File: config.mk
export PLATFORM = sky130hd
export DESIGN_NAME = hazard_ctrl
export DESIGN_NICKNAME = d
export VERILOG_FILES = /design/src/rtl/hazard_pkg.sv /design/src/rtl/hazard_ctrl_fwd_sel.sv /design/src/rtl/hazard_ctrl.sv
export SDC_FILE = /design/constraint.sdc
export NUM_CORES = 1
export LEC_CHECK = 0
export ABC_AREA = 1
export CORE_MARGIN = 4
export CORE_UTILIZATION = 35
export CTS_CLUSTER_SIZE = 24
export DETAILED_ROUTE_END_ITERATION = 16
export PLACE_DENSITY_LB_ADDON = 0.05
export SLEW_MARGIN = 20
export SYNTH_ARGS = -nofsm -noshare
export SYNTH_HDL_FRONTEND = slang
export SYNTH_HIERARCHICAL = 1
export SYNTH_SLANG_ARGS = --single-unit
export TNS_END_PERCENT = 10
File: constraint.sdc
create_clock -name clk -period 2.43 [get_ports clk]
set_input_delay 0.243 -clock clk [delete_from_list [all_inputs] [get_ports clk]]
set_output_delay 0.243 -clock clk [all_outputs]
set_load 0.05 [all_outputs]
File: src/rtl/hazard_pkg.sv
// Shared encodings for the pipeline hazard controller: FSM states,
// forward-select codes and the resultSrc value that marks a load.
package hazard_pkg;

    typedef enum logic [1:0] {
        ST_RUN     = 2'd0,
        ST_MEMWAIT = 2'd1,
        ST_FAULT   = 2'd2
    } state_e;

    localparam logic [1:0] FWD_RF      = 2'b00;
    localparam logic [1:0] FWD_W       = 2'b01;
    localparam logic [1:0] FWD_M       = 2'b10;
    localparam logic [1:0] RESULT_LOAD = 2'b01;

endpackage

File: src/rtl/hazard_ctrl_fwd_sel.sv
// E-stage operand forward select for one source register; M beats W.
module fwd_sel
    import hazard_pkg::*;
(
    input  logic [4:0] rsE_i,
    input  logic [4:0] rdM_i,
    input  logic       regWriteM_i,
    input  logic [4:0] rdW_i,
    input  logic       regWriteW_i,
    output logic [1:0] fwd_o
);

    always_comb begin
        fwd_o = FWD_RF;
        if (rsE_i != 5'd0 && rsE_i == rdM_i && regWriteM_i) begin
            fwd_o = FWD_M;
        end else if (rsE_i != 5'd0 && rsE_i == rdW_i && regWriteW_i) begin
            fwd_o = FWD_W;
        end
    end

endmodule

File: src/rtl/hazard_ctrl.sv
// Stall/flush/forward controller for the 5-stage pipeline, with bounded
// data-memory wait sequencing and saturating stall/flush event counters.
module hazard_ctrl
    import hazard_pkg::*;
#(
    parameter int TIMEOUT = 16,
    parameter int CNT_W   = 32
) (
    input  logic             clk,
    input  logic             reset,
    input  logic [4:0]       rs1D,
    input  logic [4:0]       rs2D,
    input  logic [4:0]       rs1E,
    input  logic [4:0]       rs2E,
    input  logic [4:0]       rdE,
    input  logic [1:0]       resultSrcE,
    input  logic             regWriteM,
    input  logic             regWriteW,
    input  logic [4:0]       rdM,
    input  logic [4:0]       rdW,
    input  logic             pcSrcE,
    input  logic             memReqM,
    input  logic             memAckM,
    output logic [1:0]       forwardAE,
    output logic [1:0]       forwardBE,
    output logic             stallF,
    output logic             stallD,
    output logic             stallE,
    output logic             stallM,
    output logic             flushD,
    output logic             flushE,
    output logic             flushW,
    output logic             memErr,
    output logic [CNT_W-1:0] stallCnt,
    output logic [CNT_W-1:0] flushCnt
);

    localparam int WC_W = $clog2(TIMEOUT + 1);

    state_e            state_q, state_d;
    logic [WC_W-1:0]   waitCnt_q, waitCnt_d;
    logic              memErr_q, memErr_d;
    logic [CNT_W-1:0]  stallCnt_q, stallCnt_d;
    logic [CNT_W-1:0]  flushCnt_q, flushCnt_d;

    logic [1:0] fwdA, fwdB;
    logic       lwStall, memBusy;
    logic       freeze;

    fwd_sel u_fwd_a (
        .rsE_i       (rs1E),
        .rdM_i       (rdM),
        .regWriteM_i (regWriteM),
        .rdW_i       (rdW),
        .regWriteW_i (regWriteW),
        .fwd_o       (fwdA)
    );

    fwd_sel u_fwd_b (
        .rsE_i       (rs2E),
        .rdM_i       (rdM),
        .regWriteM_i (regWriteM),
        .rdW_i       (rdW),
        .regWriteW_i (regWriteW),
        .fwd_o       (fwdB)
    );

    assign lwStall = (resultSrcE == RESULT_LOAD) && (rdE != 5'd0) &&
                     ((rdE == rs1D) || (rdE == rs2D));
    assign memBusy = memReqM && !memAckM;

    always_comb begin
        state_d   = state_q;
        waitCnt_d = waitCnt_q;
        memErr_d  = memErr_q;
        freeze    = 1'b0;
        flushD    = 1'b0;
        flushE    = 1'b0;
        stallF    = 1'b0;
        stallD    = 1'b0;

        case (state_q)
            ST_RUN: begin
                if (memBusy) begin
                    freeze    = 1'b1;
                    state_d   = ST_MEMWAIT;
                    waitCnt_d = WC_W'(1);
                end else if (pcSrcE) begin
                    flushD = 1'b1;
                    flushE = 1'b1;
                end else if (lwStall) begin
                    stallF = 1'b1;
                    stallD = 1'b1;
                    flushE = 1'b1;
                end
            end
            ST_MEMWAIT: begin
                // Branch/load-use hazards are not acted on while the pipe is frozen.
                if (memBusy) begin
                    freeze = 1'b1;
                    if (waitCnt_q == WC_W'(TIMEOUT - 1)) begin
                        state_d   = ST_FAULT;
                        waitCnt_d = '0;
                        memErr_d  = 1'b1;
                    end else begin
                        waitCnt_d = waitCnt_q + WC_W'(1);
                    end
                end else begin
                    state_d   = ST_RUN;
                    waitCnt_d = '0;
                end
            end
            ST_FAULT: begin
                freeze = 1'b1;
            end
            default: begin
                state_d   = ST_RUN;
                waitCnt_d = '0;
            end
        endcase

        if (freeze) begin
            stallF = 1'b1;
            stallD = 1'b1;
        end

        // Everything combinational reads as idle while reset is held.
        if (!reset) begin
            stallF = 1'b0;
            stallD = 1'b0;
            flushD = 1'b0;
            flushE = 1'b0;
        end
    end

    assign stallE    = freeze && reset;
    assign stallM    = freeze && reset;
    assign flushW    = freeze && reset;
    assign forwardAE = reset ? fwdA : FWD_RF;
    assign forwardBE = reset ? fwdB : FWD_RF;

    assign stallCnt_d = (stallF && stallCnt_q != '1) ? stallCnt_q + CNT_W'(1) : stallCnt_q;
    assign flushCnt_d = ((flushD || flushE) && flushCnt_q != '1) ?
                        flushCnt_q + CNT_W'(1) : flushCnt_q;

    always_ff @(posedge clk) begin
        if (!reset) begin
            state_q    <= ST_RUN;
            waitCnt_q  <= '0;
            memErr_q   <= 1'b0;
            stallCnt_q <= '0;
            flushCnt_q <= '0;
        end else begin
            state_q    <= state_d;
            waitCnt_q  <= waitCnt_d;
            memErr_q   <= memErr_d;
            stallCnt_q <= stallCnt_d;
            flushCnt_q <= flushCnt_d;
        end
    end

    assign memErr   = memErr_q;
    assign stallCnt = stallCnt_q;
    assign flushCnt = flushCnt_q;

endmodule

==> flow_summary_export.csv, run 1 <==
group,metric,value,unit
floorplanning,core,14800,um^2
place,port_buffers,119,
cts,cts_max_path_buffers,2,
worst_setup_path,critPathMaxFanout,34,
worst_setup_path,worstPathCellList,"nor2_1 -> nand2_1 -> nor2_1 -> nand3_1 -> nor2_1 -> nand3_1 -> nand2_2 -> buf_12 -> buf_12",
worst_hold_path,hp-class,"reg2reg",
worst_setup_path,crit_top_cell,"nor2_1",
synthesis,ys_seq_area_share,27.0,%
worst_setup_path,r2r-end,"stallCnt[27]",
synthesis,netlist_area,5340,um^2
power,p_per_area,422,nW/um^2
sta,tightest_slew,0.734,ns
worst_setup_path,endpoint_kind,"output port",
worst_setup_path,crit_family,"simple AND/OR/NAND/NOR gates",
floorplanning,dieWidth,131,um
grt,grtUsageTotal,19.2,%
floorplanning,die-height,131,um
flow_run,drv_cap,0,
cts,clk_pin_slew,0.06,ns
layout,layout_commonest_cell,"nand2_1",
power,p_leak,0.00289,uW
layout,final_util,48.3,%
cts,insertion_delay,0.34,ns
drt,drt_first_pass_iters,4,
synthesis,ys_ff_latch,72,
synthesis,synth_nets,981,
layout,nets,1097,
floorplanning,die_area,17300,um^2
layout,seq_area,1440,um^2
sta,min_period_over_period,86.6,%
worst_setup_path,worstPathRequired,2.19,ns
sta,fin_crit,2.11,ns
place,place_congestion,0.930,
worst_hold_path,min-delay-start,"memErr",
worst_setup_path,cp_slowest_cell,"dfxtp_1",
cts,cts_resized,0,
worst_setup_path,rr_startpoint,"stallCnt[0]",
layout,antennaDiodeCount,0,
drt,routed_wirelength,16.5,mm
cts,htreeDepth,3,
grt,grt_max_degree,67,
worst_setup_path,r2r_slack,0.37,ns
cts,cts_hold_buf,0,
drt,post-route-drc-count,0,
drt,wl_per_cell,13.3,um
drt,num_vias,5947,
sta,finalSetupViolations,0,
cts,cts_setup_buffers,0,
place,pre_cts_ws,0.279,ns
cts,clock_sinks,72,
grt,antenna_found_initial,0,
drt,first_iter_violations,379,
layout,multi_input_area,3320,um^2
worst_setup_path,critPathBufInv,2,
sta,maxSlewViolCount,0,
worst_hold_path,worstHoldEndpoint,"memErr",
sta,clock_skew,0.00784,ns
layout,final_cell_mix,"nand2_1 (346), nor2_1 (109), clkdlybuf4s50_1 (108)",
synthesis,synth.avg_cell_area,5.71,um^2
sta,hold_viol,0,
worst_setup_path,startpoint_type,"flip-flop",
layout,n_fill_cell,1616,
place,post-dp-hpwl,12.6,mm
sta,rsz0062_at_grt,"false",
sta,fin_ws,0.324,ns
sta,relSlewSlack,51.1,%
cts,cts_tree,"yes",
worst_hold_path,hold_depth,2,
grt,grt_pass1_wl,27.9,mm
synthesis,ys_warn_count,6,
grt,grt_overflow,0,
cts,root_buffer,"clkbuf_16",
floorplanning,initial_core_util,36.2,%
power,vdd_drop_max,0.335,mV
floorplanning,rows,44,
layout,syn2layout_area_growth,33.6,%
drt,via_per_inst,4.80,
status,outcome,"finished clean",
sta,max_freq,475,MHz
grt,grt_pass1_vias,5749,
floorplanning,ioPinCount,120,
synthesis,netlist_instances,934,
worst_setup_path,critPathMaxStageDelay,0.37,ns
cts,numCtsBuffers,9,
sta,tns,0,ns
worst_setup_path,r2r_cells,10,
worst_setup_path,cp.arrival,1.86,ns
sta,whs,0.439,ns
synthesis,synth_cell_type_count,29,
drt,drt.antenna.violating_nets,0,
worst_setup_path,worst-setup-path-type,"reg2out",
layout,drive_gt1_share,6.07,%
-- kinds of logic after synthesis --
group / Yosys count / synth area share, %
XOR/XNOR: 33 / 5.42
adder cells (fa/ha/maj): 3 / 0.704
flip-flops: 72 / 27.0
AO/OA/AOI/OAI: 74 / 7.18
AND/OR/NAND/NOR: 614 / 49.0
buffers and inverters: 138 / 10.7
-- layout make-up --
cell class,count,area share [%]
clock buffer,11,3.55
multi-input combinational,724,46.6
clock inverter,5,1.11
sequential,72,20.2
tap,184,3.23
timing repair buffer,135,19.6
inverter,108,5.69
-- worst reg2reg max path, delay by kind of cell, from the launching register on --
kind	cells	cell delay, ns
adder cells (fa/ha/maj)	1	0.22
AND/OR/NAND/NOR	6	0.78
buffers and inverters	2	0.39
AO/OA/AOI/OAI	1	0.13
flip-flops	1	0.49
-- layer usage --
metal / vias to the layer above / part of all wire (%) / routed length [um] / track usage, %
met5: - / 0 / 0 / 0
li1: 3164 / - / - / -
met3: 24 / 4.1 / 679 / 4.13
met2: 125 / 48 / 7840 / 32.5
met4: 0 / 2.5 / 404 / 6.36
met1: 2634 / 46 / 7530 / 24.4
-- state kept, by name, indices dropped and copies added, names as in the netlist --
name / flops
waitCnt_q: 5
memErr: 1
stallCnt: 32
state_q: 2
flushCnt: 32
-- where the power goes --
part | total [uW] | internal, uW | switching [uW]
clock network | 1490 | 953 | 536
registers | 1190 | 1190 | 5.81
logic | 324 | 139 | 185
total | 3000 | 2280 | 727
-- worst max-delay path by stage --
stage,cells after the start,startpoint,end
after CTS,9,state_q[0],stallD
final,9,state_q[0],stallD
after detailed placement,12,memAckM,flushCnt[27]
after global placement,11,memAckM,stallD
after floorplan,11,flushCnt[0],flushCnt[24]
after global routing,9,state_q[0],stallD
-- through the flow --
step                      total power, uW  cell area, um^2  std cells
final                                3000             7130       1239
after global routing                 3130             7130       1239
after CTS                            3050             7130       1239
after detailed placement             1540             6800       1223
after global placement               1540             6800       1223
after floorplan                      1400             5340        934
-- cells in the mapped netlist (all sizes together) --
| library cell | number | area, um^2 |
|---|---|---|
| nand3b | 17 | 128 |
| nand2 | 350 | 1330 |
| buf | 16 | 114 |
| xnor2 | 9 | 78.8 |
| o31ai | 1 | 7.51 |
| a31oi | 1 | 6.26 |
| o21ai | 3 | 18.8 |
| ha | 3 | 37.5 |
| nor2 | 114 | 445 |
| a21oi | 67 | 335 |
| nand3 | 101 | 505 |
| a21boi | 2 | 15.0 |
| clkbuf | 14 | 52.6 |
| nor3 | 25 | 140 |
| inv | 108 | 405 |
| xor2 | 24 | 210 |
| nand4 | 7 | 65.1 |
| dfxtp | 72 | 1440 |
(Power assumes the default switching activity.)
==> run 2, diff against run 1 <==
- ABC_AREA: 1 -> default
- GPL_TIMING_DRIVEN: default -> 1
==> flow_summary_export.csv, run 2 <==
group,metric,value,unit
status,outcome,"finished clean",
synthesis,synth_top_area_share,34.1,%
drt,drt.antenna.violating_nets,0,
worst_setup_path,r2r-end,"flushCnt[1]",
floorplanning,dieWidth,118,um
synthesis,synth.area.top_cells,"dfxtp_1 (34%), xnor2_1 (4.6%), a21oi_1 (4.3%)",
place,post-dp-hpwl,8.99,mm
place,dp.cells,777,
place,port_buffers,119,
grt,antenna_found_initial,0,
sta,hold_viol,0,
grt,grtUsageTotal,17.0,%
power,p_leak,0.00206,uW
synthesis,synthArstFlopShare,0,%
power,seqPwrFrac,43.0,%
synthesis,synth_nets,558,
worst_setup_path,endpoint_kind,"flip-flop",
synthesis,netlist_area,4220,um^2
synthesis,synth_cell_type_count,58,
sta,tns,0,ns
synthesis,netlist.top_cell.by_area,"dfxtp_1",
synthesis,synth.avg_cell_area,8.27,um^2
power,p_int,2120,uW
drt,via_per_inst,5.42,
worst_hold_path,hp-class,"reg2reg",
sta,max_freq,440,MHz
power,switching_share,23.5,%
worst_setup_path,r2r_slack,0.16,ns
sta,relSlewSlack,63.7,%
cts,root_buffer,"clkbuf_16",
cts,numCtsBuffers,9,
synthesis,ys_top_cells_by_count,"dfxtp_1 (72), nand2_1 (39), a21oi_1 (36)",
sta,min_period_over_period,93.6,%
sta,tightest_slew,0.544,ns
power,switching_power,649,uW
drt,routed_wirelength,12.1,mm
floorplanning,die_area,13900,um^2
floorplanning,ioPinCount,120,
synthesis,synth.most_common_cell,"dfxtp_1",
layout,layout_commonest_cell,"clkdlybuf4s50_1",
layout,stdcell_count,792,
worst_setup_path,worstPathRequired,2.62,ns
synthesis,netlist_instances,511,
drt,post-route-drc-count,0,
floorplanning,initial_core_util,36.4,%
power,p_total,2770,uW
sta,maxSlewViolCount,0,
drt,wl_per_cell,15.3,um
flow_run,drv_cap,0,
place,place_congestion,0.804,
power,p_per_area,455,nW/um^2
sta,clock_skew,0.00886,ns
sta,fin_crit,2.27,ns
worst_setup_path,cp-startpoint,"flushCnt[0]",
floorplanning,core,11600,um^2
synthesis,ys.flop_type,"dfxtp_1",
cts,clk_pin_slew,0.05,ns
worst_setup_path,critPathCapture,"flushCnt[1]",
synthesis,ys_warn_count,6,
worst_setup_path,rr_startpoint,"flushCnt[0]",
worst_setup_path,worst-setup-path-type,"reg2reg",
worst_setup_path,r2r_cells,9,
cts,cts_max_path_buffers,2,
power,pwr-share-clk,46.4,%
cts,insertion_delay,0.33,ns
grt,grt_pass1_vias,4190,
floorplanning,rows,39,
sta,rsz0062_at_grt,"true",
power,combinationalPowerShare,10.6,%
power,vdd_drop_max,0.303,mV
layout,drive_gt1_share,12.5,%
drt,drt_first_pass_iters,4,
grt,grt_overflow,0,
worst_setup_path,startpoint_type,"flip-flop",
floorplanning,die-height,118,um
cts,clock_sinks,72,
cts,cts_tree,"yes",
worst_setup_path,cp.arrival,2.47,ns
layout,antennaDiodeCount,0,
layout,final_cell_mix,"clkdlybuf4s50_1 (107), dfxtp_1 (71), nand2_1 (39)",
layout,nets,692,
grt,grt_pass1_wl,20.1,mm
synthesis,synth-edff-count,0,
drt,num_vias,4290,
drt,first_iter_violations,188,
worst_setup_path,critPathMaxFanout,19,
synthesis,ys_ff_latch,72,
grt,grt_max_degree,48,
layout,syn2layout_area_growth,43.9,%
synthesis,ys_seq_area_share,34.1,%
cts,htreeDepth,3,
sta,finalSetupViolations,0,
run 2: cell count changes after synthesis, moves of 17 or more:
cell,previous run,this run
a21oi_1,67,36
inv_1,102,7
nand2_1,346,39
nand3_1,101,27
nand3b_1,17,0
nand4_1,5,24
nor2_1,109,23
nor3_1,22,3
o21ai_0,2,27
or3_1,0,27
run 2: area by class of cell:
cell class                 count  area (um^2)
clock inverter                 6         61.3
inverter                       9         33.8
clock buffer                   9          225
tap                          143          179
fill                        1107         5540
timing repair buffer         155         1540
sequential                    72         1440
multi-input combinational    398         2590
run 2: timing repair:
item | in CTS | in global routing
pin swaps | 0 | 0
hold buffers | 0 | 0
endpoints found under the hold margin | 0 | 0
setup buffers | 0 | 0
setup endpoints to repair | 2 | 3
resized for setup | 1 | 1
run 2: cells by family (layout without fill, tap and decap cells):
| kind of cell | count (synthesis) | in the layout | synth area share, % |
|---|---|---|---|
| multiplexers | 10 | 10 | 2.37 |
| XOR/XNOR | 34 | 34 | 7.05 |
| adder cells (fa/ha/maj) | 3 | 3 | 0.889 |
| AND/OR/NAND/NOR | 231 | 231 | 32.3 |
| flip-flops | 72 | 72 | 34.1 |
| AO/OA/AOI/OAI | 120 | 120 | 18.8 |
| buffers and inverters | 41 | 179 | 4.44 |
run 2: metrics by stage:
step                util, %  setup slack [ns]  instance area [um^2]  hold WS, ns
detailed placement     49.9           -0.0873                  5790        0.461
global placement       49.9           -0.0413                  5790        0.461
CTS                    52.3            0.0838                  6080        0.475
finish                 52.3             0.156                  6080        0.464
global route           52.3           -0.0435                  6080        0.501
floorplan                 -            0.0896                  4220        0.453
run 2: how the worst min path moves through the flow:
stage | slack [ns] | endpoint | depth (start not counted) | start
6_report | 0.46 | memErr | 2 | memErr
3_5_place_dp | 0.46 | memErr | 2 | memErr
5_1_grt | 0.50 | waitCnt_q[4] | 1 | waitCnt_q[4]
4_1_cts | 0.47 | memErr | 2 | memErr
3_3_place_gp | 0.46 | memErr | 2 | memErr
2_1_floorplan | 0.45 | waitCnt_q[4] | 1 | waitCnt_q[4]
run 2: critical path, stage by stage (launching register included):
cell and delay, ns:
dfxtp_1 0.40, ha_1 0.22, nand2_1 0.11, nor3_1 0.25
nand4_1 0.23, o211ai_4 0.28, buf_4 0.28, buf_4 0.14
mux2i_1 0.17, nor2_1 0.05
run 2: routing by layer:
layer  vias up  track usage [%]  wire length [um]
met1      1997             20.8              5500
met2       105             29.6              5990
met4         0             4.84                99
met3         8             4.08               562
li1       2180                -                 -
met5         -                0                 0
run 2: power groups by stage:
stage               Sequential [uW]  Clock [uW]  Combinational (uW)
detailed placement             1210           0                 296
global placement               1210           0                 292
floorplan                      1220           0                 145
CTS                            1190        1320                 297
finish                         1190        1280                 294
global route                   1190        1350                 318
